`config.mk`:
```
export PLATFORM = sky130hd
export DESIGN_NAME = ibex_efpga_ctrl
export DESIGN_NICKNAME = d
export VERILOG_FILES = /design/src/rtl/ibex_efpga_pkg.sv /design/src/rtl/ibex_efpga_timer.sv /design/src/rtl/ibex_efpga_ctrl.sv
export SDC_FILE = /design/constraint.sdc
export NUM_CORES = 1
export LEC_CHECK = 0
export CORE_MARGIN = 5
export CORE_UTILIZATION = 44
export DETAILED_ROUTE_END_ITERATION = 7
export PLACE_DENSITY = 0.89
export SYNTH_ARGS = -nofsm -noshare
export SYNTH_HDL_FRONTEND = slang
export SYNTH_HIERARCHICAL = 1
export SYNTH_SLANG_ARGS = --single-unit
```
`constraint.sdc`:
```
create_clock -name clk -period 4.7 [get_ports clk]
set_input_delay 0.94 -clock clk [delete_from_list [all_inputs] [get_ports clk]]
set_output_delay 0.94 -clock clk [all_outputs]
set_load 0.02 [all_outputs]
```
`src/rtl/ibex_efpga_pkg.sv`:
```
// ibex_efpga_pkg
// Shared types for the eFPGA coprocessor controller:
//   - efpga_state_e   : controller FSM states
//   - efpga_mode_e    : completion mode (done handshake or fixed latency)
//   - efpga_cnt_width : counter width able to hold both the timeout span
//                       and any fixed-latency value
package ibex_efpga_pkg;

   typedef enum logic [1:0] {
      ST_IDLE  = 2'd0,
      ST_ISSUE = 2'd1,
      ST_WAIT  = 2'd2,
      ST_RESP  = 2'd3
   } efpga_state_e;

   typedef enum logic {
      MODE_DONE  = 1'b0,
      MODE_FIXED = 1'b1
   } efpga_mode_e;

   function automatic int unsigned efpga_cnt_width(input int unsigned timeout_cycles,
                                                    input int unsigned delay_width);
      int unsigned span_timeout;
      int unsigned span_delay;
      span_timeout = timeout_cycles + 1;
      span_delay   = 32'd1 << delay_width;
      return (span_timeout > span_delay) ? $clog2(span_timeout) : $clog2(span_delay);
   endfunction

endpackage

```
`src/rtl/ibex_efpga_timer.sv`:
```
// ibex_efpga_timer
// Loadable up/down counter with a terminal-count compare, shared by the
// fixed-latency (count down) and done/timeout (count up) completion modes.
// Ports:
//   clk, rst_n   clock, async active-low reset
//   load_i       load load_val_i (has priority over counting)
//   load_val_i   value to load
//   cnt_en_i     count one step this cycle
//   up_i         1 = increment, 0 = decrement
//   tc_val_i     terminal value to compare against
//   tc_o         counter currently equals tc_val_i
module ibex_efpga_timer #(
   parameter int unsigned CNT_W = 8
) (
   input  logic             clk,
   input  logic             rst_n,
   input  logic             load_i,
   input  logic [CNT_W-1:0] load_val_i,
   input  logic             cnt_en_i,
   input  logic             up_i,
   input  logic [CNT_W-1:0] tc_val_i,
   output logic             tc_o
);

   logic [CNT_W-1:0] cnt_q, cnt_d;

   always_comb begin
      cnt_d = cnt_q;
      if (load_i) begin
         cnt_d = load_val_i;
      end else if (cnt_en_i) begin
         cnt_d = up_i ? cnt_q + CNT_W'(1) : cnt_q - CNT_W'(1);
      end
   end

   always_ff @(posedge clk or negedge rst_n) begin
      if (!rst_n) begin
         cnt_q <= '0;
      end else begin
         cnt_q <= cnt_d;
      end
   end

   assign tc_o = (cnt_q == tc_val_i);

endmodule

```
`src/rtl/ibex_efpga_ctrl.sv`:
```
// ibex_efpga_ctrl
// Controller between the ibex EX stage and the embedded FPGA fabric.
// Captures a request, launches it with a one-cycle strobe, waits either a
// fixed number of cycles or for the fabric done (bounded by a timeout), and
// returns a registered result with a one-cycle valid/ready pulse.
// Ports:
//   clk, rst_n                  clock, async active-low reset
//   en_i, operator_i,
//   operand_a_i, operand_b_i,
//   delay_i                     EX request (delay 0 = done mode)
//   flush_i                     abort any in-flight operation
//   ready_o, valid_o, err_o,
//   result_o                    response to EX
//   busy_o                      controller not idle (clock-gate enable)
//   efpga_operand_a_o/_b_o,
//   efpga_operator_o,
//   efpga_write_strobe_o        registered request toward the fabric
//   efpga_result_i              NUM_RESULTS packed result channels
//   efpga_done_i                fabric completion (done mode only)
module ibex_efpga_ctrl
   import ibex_efpga_pkg::*;
#(
   parameter int unsigned DATA_WIDTH     = 32,
   parameter int unsigned NUM_RESULTS    = 3,
   parameter int unsigned OP_WIDTH       = 2,
   parameter int unsigned DELAY_WIDTH    = 4,
   parameter int unsigned TIMEOUT_CYCLES = 255
) (
   input  logic                              clk,
   input  logic                              rst_n,
   input  logic                              en_i,
   input  logic [OP_WIDTH-1:0]               operator_i,
   input  logic [DATA_WIDTH-1:0]             operand_a_i,
   input  logic [DATA_WIDTH-1:0]             operand_b_i,
   input  logic [DELAY_WIDTH-1:0]            delay_i,
   input  logic                              flush_i,
   output logic                              ready_o,
   output logic                              valid_o,
   output logic                              err_o,
   output logic [DATA_WIDTH-1:0]             result_o,
   output logic                              busy_o,
   output logic [DATA_WIDTH-1:0]             efpga_operand_a_o,
   output logic [DATA_WIDTH-1:0]             efpga_operand_b_o,
   output logic [OP_WIDTH-1:0]               efpga_operator_o,
   output logic                              efpga_write_strobe_o,
   input  logic [NUM_RESULTS*DATA_WIDTH-1:0] efpga_result_i,
   input  logic                              efpga_done_i
);

   localparam int unsigned CNT_W = efpga_cnt_width(TIMEOUT_CYCLES, DELAY_WIDTH);
   // Widened by one bit so NUM_RESULTS == 2**OP_WIDTH is representable.
   localparam logic [OP_WIDTH:0] NUM_RES = (OP_WIDTH+1)'(NUM_RESULTS);

   efpga_state_e               state_q, state_d;
   logic [DATA_WIDTH-1:0]      a_q, b_q;
   logic [OP_WIDTH-1:0]        op_q;
   logic [DELAY_WIDTH-1:0]     delay_q;
   logic                       strobe_q;
   logic [DATA_WIDTH-1:0]      result_q, result_d;
   logic                       err_q, err_d;
   logic                       capture;
   logic                       op_illegal;
   efpga_mode_e                mode;
   logic [DATA_WIDTH-1:0]      sel_result;
   logic                       tmr_load, tmr_en, tmr_tc;
   logic [CNT_W-1:0]           tmr_load_val, tmr_tc_val;

   assign op_illegal = ({1'b0, operator_i} >= NUM_RES);
   assign mode       = (delay_q == '0) ? MODE_DONE : MODE_FIXED;

   // Result channel selected by the captured operator.
   always_comb begin
      sel_result = '0;
      for (int k = 0; k < int'(NUM_RESULTS); k++) begin
         if (op_q == OP_WIDTH'(k)) begin
            sel_result = efpga_result_i[k*DATA_WIDTH +: DATA_WIDTH];
         end
      end
   end

   // Fixed mode counts D down to 1 (D WAIT cycles); done mode counts up
   // from 0 and expires on the TIMEOUT_CYCLES-th WAIT cycle.
   assign tmr_load_val = (mode == MODE_FIXED) ? CNT_W'(delay_q) : '0;
   assign tmr_tc_val   = (mode == MODE_FIXED) ? CNT_W'(1) : CNT_W'(TIMEOUT_CYCLES - 1);

   ibex_efpga_timer #(
      .CNT_W (CNT_W)
   ) u_timer (
      .clk        (clk),
      .rst_n      (rst_n),
      .load_i     (tmr_load),
      .load_val_i (tmr_load_val),
      .cnt_en_i   (tmr_en),
      .up_i       (mode == MODE_DONE),
      .tc_val_i   (tmr_tc_val),
      .tc_o       (tmr_tc)
   );

   always_comb begin
      state_d  = state_q;
      result_d = result_q;
      err_d    = err_q;
      capture  = 1'b0;
      tmr_load = 1'b0;
      tmr_en   = 1'b0;
      unique case (state_q)
         ST_IDLE: begin
            if (en_i) begin
               capture = 1'b1;
               if (op_illegal) begin
                  state_d  = ST_RESP;
                  err_d    = 1'b1;
                  result_d = '0;
               end else begin
                  state_d = ST_ISSUE;
               end
            end
         end
         ST_ISSUE: begin
            tmr_load = 1'b1;
            state_d  = ST_WAIT;
         end
         ST_WAIT: begin
            tmr_en = 1'b1;
            if (mode == MODE_FIXED) begin
               if (tmr_tc) begin
                  state_d  = ST_RESP;
                  result_d = sel_result;
                  err_d    = 1'b0;
               end
            end else if (efpga_done_i) begin
               // done beats a coincident timeout
               state_d  = ST_RESP;
               result_d = sel_result;
               err_d    = 1'b0;
            end else if (tmr_tc) begin
               state_d  = ST_RESP;
               result_d = '0;
               err_d    = 1'b1;
            end
         end
         ST_RESP: begin
            state_d = ST_IDLE;
         end
         default: state_d = ST_IDLE;
      endcase

      // Abort leaves the response registers untouched.
      if (flush_i && (state_q != ST_IDLE)) begin
         state_d  = ST_IDLE;
         result_d = result_q;
         err_d    = err_q;
         tmr_load = 1'b0;
         tmr_en   = 1'b0;
      end
   end

   always_ff @(posedge clk or negedge rst_n) begin
      if (!rst_n) begin
         state_q  <= ST_IDLE;
         a_q      <= '0;
         b_q      <= '0;
         op_q     <= '0;
         delay_q  <= '0;
         strobe_q <= 1'b0;
         result_q <= '0;
         err_q    <= 1'b0;
      end else begin
         state_q  <= state_d;
         strobe_q <= (state_d == ST_ISSUE);
         result_q <= result_d;
         err_q    <= err_d;
         if (capture) begin
            a_q     <= operand_a_i;
            b_q     <= operand_b_i;
            op_q    <= operator_i;
            delay_q <= delay_i;
         end
      end
   end

   assign valid_o              = (state_q == ST_RESP) & ~flush_i;
   assign ready_o              = valid_o;
   assign busy_o               = (state_q != ST_IDLE);
   assign err_o                = err_q;
   assign result_o             = result_q;
   assign efpga_operand_a_o    = a_q;
   assign efpga_operand_b_o    = b_q;
   assign efpga_operator_o     = op_q;
   assign efpga_write_strobe_o = strobe_q;

endmodule

```
==> results by group <==
STA
  • Max-slew violation count: 0
  • Final hold vios: 0
  • Final period utilization: about 69%
  • Slew at the pin closest to its max-slew limit: between 1 and 1.5 ns
  • Worst relative slew slack: 13.88%
  • Post-route setup slack: 1.468 ns
  • Final setup viols: 0
  • Hold slack: approximately 0.49 ns
  • Max Fclk: 0.3094 GHz
  • Clock Skews: roughly 0.013 ns
  • Post-layout minimum cycle time: between 3 and 4 ns
  • RSZ-0062 raised after global routing: false
  • Setup TNS: 0 ns

Status
  • Status: finished, final reports clean

Worst setup path
  • Arrival @ worst endpoint: around 2.3 ns
  • R2r endpoint: u_timer/cnt_q[7]
  • Type of origin of the critical path: input pin
  • Worst Reg-to-Reg Cells: 9
  • Slowest cell on the critical path: clkdlybuf4s50_1
  • Worst Path Max Fanout: 3
  • CP peak stage delay: a little over 0.6 ns
  • Number of cells on the critical path: 4
  • Worst Setup End Kind: output port
  • Worst reg-to-reg setup slack: about 1.7 ns
  • Buf/Inv on CP: 2
  • Crit-path most repeated cell: clkdlybuf4s50_1
  • Worst Path Required: around 3.8 ns
  • Worst-path cell chain: clkdlybuf4s50_1 > nand2b_1 > nor2_1 > clkdlybuf4s50_1
  • Reg2reg start: delay_q[3]
  • Crit path max-delay family: buffers and inverters
  • Setup CP Type: input pin to output port

GRT
  • Initial antenna violation count: 1
  • Vias in the first global route: between 5000 and 6000
  • Pin count of the biggest net entering global routing: 54
  • Global route total overflow: 0
  • First-pass GRT wire length: about 27 mm
  • GRT Util Overall: 24.37%

Layout
  • Area growth from synthesis to layout: 62.87%
  • Fin cells: just under 900
  • Nets@finish: roughly 890
  • Post-route cell area: between 8000 and 9000 sq um
  • Fillers: ~760
  • Final core occ: 73.66%
  • Layout cells sized above 1: approximately 15%

Logic synthesis
  • Sequential-to-total area share from yosys stat: around 52%
  • Avg Cell Area, Syn: roughly 12 sq um
  • Cell Area, Synth: ~5500 sq um
  • Post-synthesis cell count: 444
  • Area contributors post-synth: dfrtp_1 52%, mux2_2 13%, mux2i_1 6.2%
  • Cell with the most instances after synthesis: dfrtp_1
  • Synth top area share: 52.29%
  • YS warnings: 6
  • Top FF cell, synth: dfrtp_1
  • Number of synthesized flops with an enable pin: 0
  • Yosys reg bits: roughly 110
  • FFs w/ async S/R, synth: between 90% and 100%
  • Most instantiated cells after synthesis: 114 x dfrtp_1, 61 x mux2_2, 39 x nand2_1
  • Post-synth top area cell: dfrtp_1
  • Post-synth cell types: 44

Detailed routing
  • Routed WL per cell: roughly 20 um
  • Drt drc: 0
  • Vias per cell: around 5.2
  • 1st-pass router iterations: 4
  • 1st-iter DRT viols: roughly 190
  • Vias: between 4000 and 5000
  • Drt total wl: between 15 and 20 mm
  • ANT nets after route: 0

Min path
  • Worst hold path depth: 1
  • Hold path startpoint: efpga_operand_a_o[31]
  • Hold Path Class: flip-flop to flip-flop
  • Worst Hold End: efpga_operand_a_o[31]

Clock tree
  • TritonCTS clock tree: yes
  • Htree depth: 4
  • Post-CTS Repair Setup Buffers: 0
  • Reg clk slew, reported paths: roughly 0.050 ns
  • Post-CTS Resized: 0
  • TritonCTS Sinks: around 110
  • Clock insertion delay at the later pin of the skew report: 0.40 ns
  • CTS root buf: clkbuf_16
  • Clock Path Buffers: 2
  • CTS Hold Bufs: 0
  • CTS buffer count: 17

Floorplan
  • Top Ports: about 270
  • Core footprint: ~12000 sq um
  • Die W: roughly 120 um
  • Die height: 121.3 um
  • Core Rows: 40
  • Die area: between 10000 and 15000 sq um
  • Initial Util: between 40% and 50%

Placement
  • Gpl congestion: 0.8012
  • Placed cell areas: just over 8000 sq um
  • Port bufs: 273
  • Post-DP HPWL: around 14 mm
  • Pre-CTS setup slack: between 1 and 1.5 ns
  • Cell count after placement: around 860

Job
  • Max_cap viols: 0

Power and ir drop
  • Max IR drop VDD: approximately 0.45 mV
  • P per Cell Area: roughly 590 nW/um^2
  • Total Power: around 5.2 mW
  • Leakage: approximately 3.7 nW
[state kept, by name, summed over array words and instances (netlist names)]
| register | count |
|---|---|
| delay_q | 4 |
| efpga_operand_a_o | 32 |
| result_o | 32 |
| err_o | 1 |
| efpga_operand_b_o | 32 |
| u_timer/cnt_q | 8 |
| efpga_write_strobe_o | 1 |
| efpga_operator_o | 2 |
| state_q | 2 |
[cells by family (layout without fill, tap and decap cells)]
group | count (synthesis) | count (layout) | share of synthesized area, %
XOR/XNOR | 10 | 10 | 1.605
AND/OR/NAND/NOR | 68 | 68 | 6.720
flip-flops | 114 | 114 | 52.29
AO/OA/AOI/OAI | 98 | 98 | 12.22
adder cells (fa/ha/maj) | 7 | 7 | 1.743
multiplexers | 106 | 106 | 21.10
other | 1 | 5 | 0.06874
buffers and inverters | 40 | 318 | 4.243
[cells in the final DEF (no fill, tap or decap), types with 7 or more instances in the layout]
cell             instances
mux2i_1                 34
xnor2_1                 10
mux2_1                  11
buf_4                    7
mux2_2                  61
clkbuf_16               17
o21ai_0                 36
a22o_1                  33
inv_1                    8
nand2_1                 39
clkdlybuf4s50_1        272
dfrtp_1                113
[routing by layer]
| layer | vias to the layer above | global-route usage, % | part of all wire [%] |
|---|---|---|---|
| li1 | 2137 | - | - |
| met4 | 0 | 10.50 | 3.3 |
| met2 | 237 | 42.11 | 50 |
| met5 | - | 0 | 0 |
| met1 | 2211 | 24.57 | 34 |
| met3 | 37 | 12.45 | 13 |
[worst register-to-register path, stage by stage, from the launching register on]
cell and delay, ns:
dfrtp_1 0.43, nor4_4 0.27, buf_4 0.26, inv_1 0.20, ha_1 0.44, o21ai_1 0.14, or3_1 0.41, and4_4 0.20
o31a_1 0.29, o31ai_1 0.25
[report_power, final]
group | switching (mW) | internal (mW) | leakage, nW
logic | 1.09 | 1.16 | 2.00
clock network | 0.437 | 0.901 | 0.305
registers | 0.324 | 1.31 | 1.41
total | 1.85 | 3.38 | 3.71
[worst max-delay path by stage]
stage                        to  slack [ns]        from
2_1_floorplan  u_timer/cnt_q[7]        1.60  delay_q[3]
3_5_place_dp            ready_o        1.47     flush_i
3_3_place_gp            valid_o        1.49     flush_i
5_1_grt                 ready_o        1.37     flush_i
4_1_cts                 ready_o        1.46     flush_i
6_report                ready_o        1.47     flush_i
[layout make-up]
class	instances	area, sq um	share of cell area (%)
Inverter	8	30.03	0.3380
Sequential cell	114	2854	32.12
Clock inverter	8	125.1	1.408
Multi-Input combinational cell	293	2390	26.90
Tap cell	168	210.2	2.366
Antenna cell	1	2.502	0.02817
Timing Repair Buffer	279	2775	31.24
Clock buffer	23	498.0	5.605
No activity file was read; power rests on OpenSTA's default activity.
